===== src/rtl/pattern_tx4.sv =====
// rtl/pattern_tx4.sv - serializes a recirculating match pattern and signal words in lockstep frames
// Feeds the serial pattern detector: prgm repeats the stored pattern every frame, sig carries words or FILL.
module pattern_tx4 #(
  parameter int   WIDTH = 4,
  parameter logic FILL  = 1'b0
) (
  input  logic             clk,
  input  logic             clr,
  input  logic [WIDTH-1:0] prgm_data,
  input  logic             prgm_valid,
  output logic             prgm_ready,
  input  logic [WIDTH-1:0] sig_data,
  input  logic             sig_valid,
  output logic             sig_ready,
  input  logic             stop,
  output logic             prgm,
  output logic             sig,
  output logic             frame_last,
  output logic             cmp_valid,
  output logic             busy
);

  localparam int CW = $clog2(WIDTH);
  localparam logic [CW-1:0] LAST = CW'(WIDTH - 1);

  typedef enum logic {IDLE, RUN} state_t;

  state_t           state_q, state_d;
  logic [CW-1:0]    bit_cnt_q, bit_cnt_d;
  logic [WIDTH-1:0] pat_q, pat_d;
  logic [WIDTH-1:0] prgm_sh_q, prgm_sh_d;
  logic [WIDTH-1:0] sig_sh_q, sig_sh_d;
  logic             word_pending_q, word_pending_d;
  logic             cmp_valid_q;

  logic run, at_last, boundary, prgm_xfer, sig_xfer;

  assign run        = (state_q == RUN);
  assign at_last    = run && (bit_cnt_q == LAST);
  assign boundary   = !run || at_last;
  assign prgm_ready = boundary;
  assign sig_ready  = at_last && !stop;
  assign prgm_xfer  = prgm_valid && boundary;
  assign sig_xfer   = sig_valid && sig_ready;

  always_comb begin
    state_d        = state_q;
    bit_cnt_d      = bit_cnt_q;
    pat_d          = pat_q;
    prgm_sh_d      = prgm_sh_q;
    sig_sh_d       = sig_sh_q;
    word_pending_d = word_pending_q;
    case (state_q)
      IDLE: begin
        bit_cnt_d = '0;
        if (prgm_xfer) begin
          state_d        = RUN;
          pat_d          = prgm_data;
          prgm_sh_d      = prgm_data;
          sig_sh_d       = '0;
          word_pending_d = 1'b0;
        end
      end
      RUN: begin
        if (at_last) begin
          // Frame boundary: reload both shifters; a new pattern only affects the next frame.
          bit_cnt_d      = '0;
          pat_d          = prgm_xfer ? prgm_data : pat_q;
          prgm_sh_d      = prgm_xfer ? prgm_data : pat_q;
          sig_sh_d       = sig_xfer ? sig_data : '0;
          word_pending_d = sig_xfer;
          if (stop) begin
            state_d = IDLE;
          end
        end else begin
          bit_cnt_d = bit_cnt_q + CW'(1);
          prgm_sh_d = {prgm_sh_q[WIDTH-2:0], 1'b0};
          sig_sh_d  = {sig_sh_q[WIDTH-2:0], 1'b0};
        end
      end
      default: state_d = IDLE;
    endcase
  end

  always_ff @(posedge clk or negedge clr) begin
    if (!clr) begin
      state_q        <= IDLE;
      bit_cnt_q      <= '0;
      pat_q          <= '0;
      prgm_sh_q      <= '0;
      sig_sh_q       <= '0;
      word_pending_q <= 1'b0;
      cmp_valid_q    <= 1'b0;
    end else begin
      state_q        <= state_d;
      bit_cnt_q      <= bit_cnt_d;
      pat_q          <= pat_d;
      prgm_sh_q      <= prgm_sh_d;
      sig_sh_q       <= sig_sh_d;
      word_pending_q <= word_pending_d;
      cmp_valid_q    <= at_last;
    end
  end

  assign prgm       = run && prgm_sh_q[WIDTH-1];
  assign sig        = run && (word_pending_q ? sig_sh_q[WIDTH-1] : FILL);
  assign frame_last = at_last;
  assign cmp_valid  = cmp_valid_q;
  assign busy       = run;

endmodule


===== config.mk =====
export PLATFORM = sky130hd
export DESIGN_NAME = pattern_tx4
export DESIGN_NICKNAME = d
export VERILOG_FILES = /design/src/rtl/pattern_tx4.sv
export SDC_FILE = /design/constraint.sdc
export NUM_CORES = 1
export LEC_CHECK = 0
export CAP_MARGIN = 10
export CORE_MARGIN = 10
export CORE_UTILIZATION = 58
export CTS_CLUSTER_DIAMETER = 40
export DETAILED_ROUTE_END_ITERATION = 16
export DONT_BUFFER_PORTS = 1
export PLACE_DENSITY_LB_ADDON = 0.08
export SYNTH_ARGS = -nofsm -noshare
export SYNTH_HDL_FRONTEND = slang
export SYNTH_SLANG_ARGS = --single-unit

===== constraint.sdc =====
create_clock -name clk -period 1.7 [get_ports clk]
set_input_delay 0.51 -clock clk [delete_from_list [all_inputs] [get_ports clk]]
set_output_delay 0.51 -clock clk [all_outputs]
set_load 0.005 [all_outputs]

Word-level counts from Yosys, hierarchy flattened
Index checks and enable logic that the tools add are counted.
Word-level totals
  flip-flop bits (word level): 17
  output and inout bits: 7
Operators by class
  reductions and logical operators: 10
  $add $sub $neg: 1
  bitwise operators: 1
  equal/unequal tests: 3
  multiplexer cells: 20
Operators with widths (number)
  4-bit two-way mux: 7
  4-bit one-hot mux with 2 select lines: 3
  1-bit logical AND: 6
  1-bit two-way mux: 6
  1-bit one-hot mux with 2 select lines: 2
  2-bit one-hot mux with 2 select lines: 1
  2-bit by 1-bit adder with 2-bit output (second input constant): 1
  2-bit == test (second input constant): 1
  1-bit logical NOT: 2
  2-bit two-way mux: 1
  2-bit by 1-bit != test with 1-bit output (second input constant): 1
  2-bit != test (second input constant): 1
  2-bit AND reduction: 1
  1-bit logical OR: 1
  1-bit inverter: 1

Longest topological paths before layout
  word-level depth: 7
  gate-level depth with buffers: 5
  depth with buffers taken out: 5

Least setup slack after synthesis
Ideal clock, no wire load.
  path type: reg-to-output
  start: reg bit_cnt_q[0]
  end: out sig_ready
  slack: 173 ps
  arrival time: 1017 ps
  stages on the path, launching flop included: 5
  path buffers: 1
  cell sequence: dfrtp_1 -> ha_1 -> buf_6 -> and2_1 -> nor2b_1
Between the ends
  longest elaborated chain between the ends: 3
RTL lines
  start, declared: RTL line 29  | logic [CW-1:0] bit_cnt_q, bit_cnt_d;
  start signal, assigned: RTL line 96  | bit_cnt_q <= bit_cnt_d;
  2-bit == test: RTL line 39  | assign at_last = run && (bit_cnt_q == LAST);
  1-bit logical AND: RTL line 39
  named net frame_last: RTL line 18  | output logic frame_last,
  1-bit logical AND: RTL line 42  | assign sig_ready = at_last && !stop;
  end, declared: RTL line 14  | output logic sig_ready,
The timed path passes the listed nets, and every way through them passes these cells.

Worst setup path in the final report
  start: reg bit_cnt_q[0]
  end: out prgm_ready
Between the ends
  longest elaborated chain between the ends: 3
RTL lines
  2-bit == test: RTL line 39
  1-bit logical AND: RTL line 39
  1-bit logical OR: RTL line 40  | assign boundary = !run || at_last;
  end, declared: RTL line 11  | output logic prgm_ready,
Every way passes these cells.

==> impl_metrics.json <==
{
  "r2r_cells": 6,
  "synth_seq_cells": 17,
  "sw_frac_of_total_pct": 34.0,
  "hold_violations": 0,
  "crit_fanout": 4,
  "failed_checks": "negative setup slack",
  "cts.path.max_buffers": 2,
  "antenna_found_initial": 0,
  "finalCritPeriodShare_pct": 102,
  "cp_cell_sequence": "ha_4 -> and2b_4 -> inv_4",
  "p_int_uw": 1040,
  "ys_seq_area_share_pct": 53.1,
  "hp-start": "stop",
  "grt_start_max_net_pins": 18,
  "worst-setup-path-type": "flop to output pin",
  "drv_cap": 0,
  "grt_use_total_pct": 10.7,
  "antenna_cells": 0,
  "numCtsBuffers": 3,
  "clock_latency_ps": 280,
  "drt-pass1-iter-count": 6,
  "setup_violations": 1,
  "cts.sinks": 17,
  "drive_above_1_share_pct": 31.5,
  "synth.cell_area_um2": 801,
  "crit_slowest_cell": "dfrtp_1",
  "cpPeakStageDelay_ps": 430,
  "syn2layout_area_growth_pct": 11.6,
  "ant_nets": 0,
  "gp_congestion": 0.739,
  "holdPathStages": 1,
  "cp.buffers_inverters": 1,
  "cts_root_buffer": "clkbuf_4",
  "nets": 88,
  "power_uw": 1570,
  "io_pins": 20,
  "fillers": 95,
  "worstSetupStartpointType": "flop",
  "htreeDepth": 1,
  "drt_iter0_drc": 44,
  "max-slew-margin-rel_pct": 50.7,
  "worstSetupEndpointType": "output pin",
  "rr_endpoint": "sig_sh_q[1]",
  "period_needed_ps": 1730,
  "gr-total-overflow": 0,
  "cp_data_arrival_time_ps": 1220,
  "port_buffers": 0,
  "start_util_pct": 61.5,
  "final_max_slew_viol_count": 0,
  "grt_first_pass_wirelength_um": 2860,
  "status": "finished, violations left",
  "timing.final.ws_setup_ps": -31.4,
  "switching_power_uw": 533,
  "ir_drop_mv": 1.01,
  "yosys_warnings": 0,
  "clkPwrFrac_pct": 13.1,
  "pwr-share-comb_pct": 43.5,
  "die_w_um": 57.2,
  "synthesis.nets": 80,
  "drc": 0,
  "ys_types": 26,
  "num_vias": 553,
  "die-area_mm2": 0.00327,
  "num_rows": 13,
  "final_cell_mix": "17 x dfrtp_1, 6 x o22ai_1, 5 x inv_1, 5 x buf_4",
  "cts_tree": "built",
  "p_per_area_mw_per_mm2": 1760,
  "vias_per_cell": 6.28,
  "hp-class": "input port to flop",
  "fin_skew_ps": 7.91,
  "rsz0062_at_grt": "yes",
  "chipHeight_um": 57.2,
  "core_mm2": 0.00130,
  "timing.reg2reg.setup_slack_ps": 180,
  "layout_commonest_cell": "dfrtp_1",
  "dp_hpwl_um": 1260,
  "worst_path_dominant_cell_family": "flip-flops",
  "clock.fmax_mhz": 578,
  "p_seq_share_pct": 43.3,
  "r2r-start": "bit_cnt_q[0]",
  "routed_wl_um": 1760,
  "whs_endpoint": "busy",
  "syn_avg_cell_area_um2": 12.1,
  "critPathRequiredTime_ps": 1190,
  "post_drt_wl_per_cell_um": 20.0,
  "syn_inst": 66,
  "grt_pass1_vias": 581,
  "p_leak_uw": 0.000431,
  "whs_ps": 315,
  "tightest_slew_ps": 737,
  "clk_pin_slew_ps": 100
}
-- timing repair --
item | CTS | global route
buffers inserted | 2 | 1
resized for setup | 5 | 0
endpoints found under the setup margin | 2 | 3
pin swaps | 1 | 0
hold buffers | 1 | 0
hold endpoints to repair | 17 | 0
-- power by group through the flow --
stage          logic [µW]  registers (µW)  clock network (µW)
4_1_cts               658             674                 208
6_report              682             680                 206
2_1_floorplan         495             648                   0
3_3_place_gp          573             663                   0
5_1_grt               749             697                 231
3_5_place_dp          584             671                   0
-- cell usage after synthesis --
master	number	area, µm²
buf_2	1	5.00
and4b_4	1	13.8
mux2_4	4	60.1
a22o_1	2	17.5
nand3b_1	1	7.51
a221oi_1	1	8.76
buf_4	1	7.51
nand2_1	1	3.75
a222oi_1	3	30.0
nand2b_1	1	6.26
o22ai_1	6	37.5
inv_4	1	6.26
mux2_2	3	33.8
ha_1	1	12.5
o21ai_0	2	10.0
and2_1	3	18.8
and2b_4	1	10.0
and3_1	1	6.26
nor2_1	2	7.51
buf_6	1	11.3
a21oi_1	4	20.0
nand2_4	1	11.3
dfrtp_1	17	425
nor3_1	1	5.00
nor2b_1	1	6.26
inv_1	5	18.8
-- how the worst max path moves through the flow --
stage                            start    endpoint  slack, ps  cells after the start
final                     bit_cnt_q[0]  prgm_ready        -30                      3
after global routing      bit_cnt_q[0]  prgm_ready        -60                      3
after CTS                 bit_cnt_q[0]  prgm_ready        -10                      3
after detailed placement  bit_cnt_q[0]   sig_ready        180                      3
after global placement    bit_cnt_q[0]   sig_ready        210                      3
after floorplan           bit_cnt_q[0]   sig_ready        170                      4
-- kinds of logic (layout without fill, tap and decap cells) --
logic type	count (synthesis)	after routing	synth area share, %
AOI/OAI and AO/OA	18	18	15.5
DFF	17	17	53.1
buffers and inverters	9	16	6.09
muxes	7	7	11.7
adders and majority gates	1	1	1.56
and+or+nand+nor	14	14	12.0
-- metal layers --
metal	GRT usage, %	wire length, µm
met1	12.2	755
met3	4.87	120
met5	0	0
met2	17.5	870
met4	3.02	13
-- flip-flops by register name, indices dropped and copies added, names as in the netlist --
signal and cells:
prgm_sh_q 4, sig_sh_q 4, word_pending_q 1, busy 1
pat_q 4, bit_cnt_q 2, cmp_valid 1
-- worst reg2reg max path, cell delays in order (launching register included) --
cell	delay, ps
dfrtp_1	430
ha_4	190
buf_4	130
buf_4	130
and4b_4	210
a222oi_1	260
inv_1	70
-- stage by stage --
step	instances	utilization, %	setup TNS, ps	worst slack (ps)	instance area, µm²
floorplan	66	-	0	173	801
global placement	80	62.3	0	209	811
detailed placement	80	62.3	0	179	811
CTS	87	68.1	-13.2	-13.2	886
global route	88	68.7	-104	-63.1	893
finish	88	68.7	-31.4	-31.4	893
-- area by class of cell --
cell class | count | area (µm²) | area share, %
Sequential cell | 17 | 425 | 47.6
Clock buffer | 3 | 22.5 | 2.52
Multi-Input combinational cell | 40 | 349 | 39.1
Tap cell | 15 | 18.8 | 2.10
Inverter | 6 | 25.0 | 2.80
Timing Repair Buffer | 6 | 47.5 | 5.32
Clock inverter | 1 | 5.00 | 0.560
(Power assumes the default switching activity.)
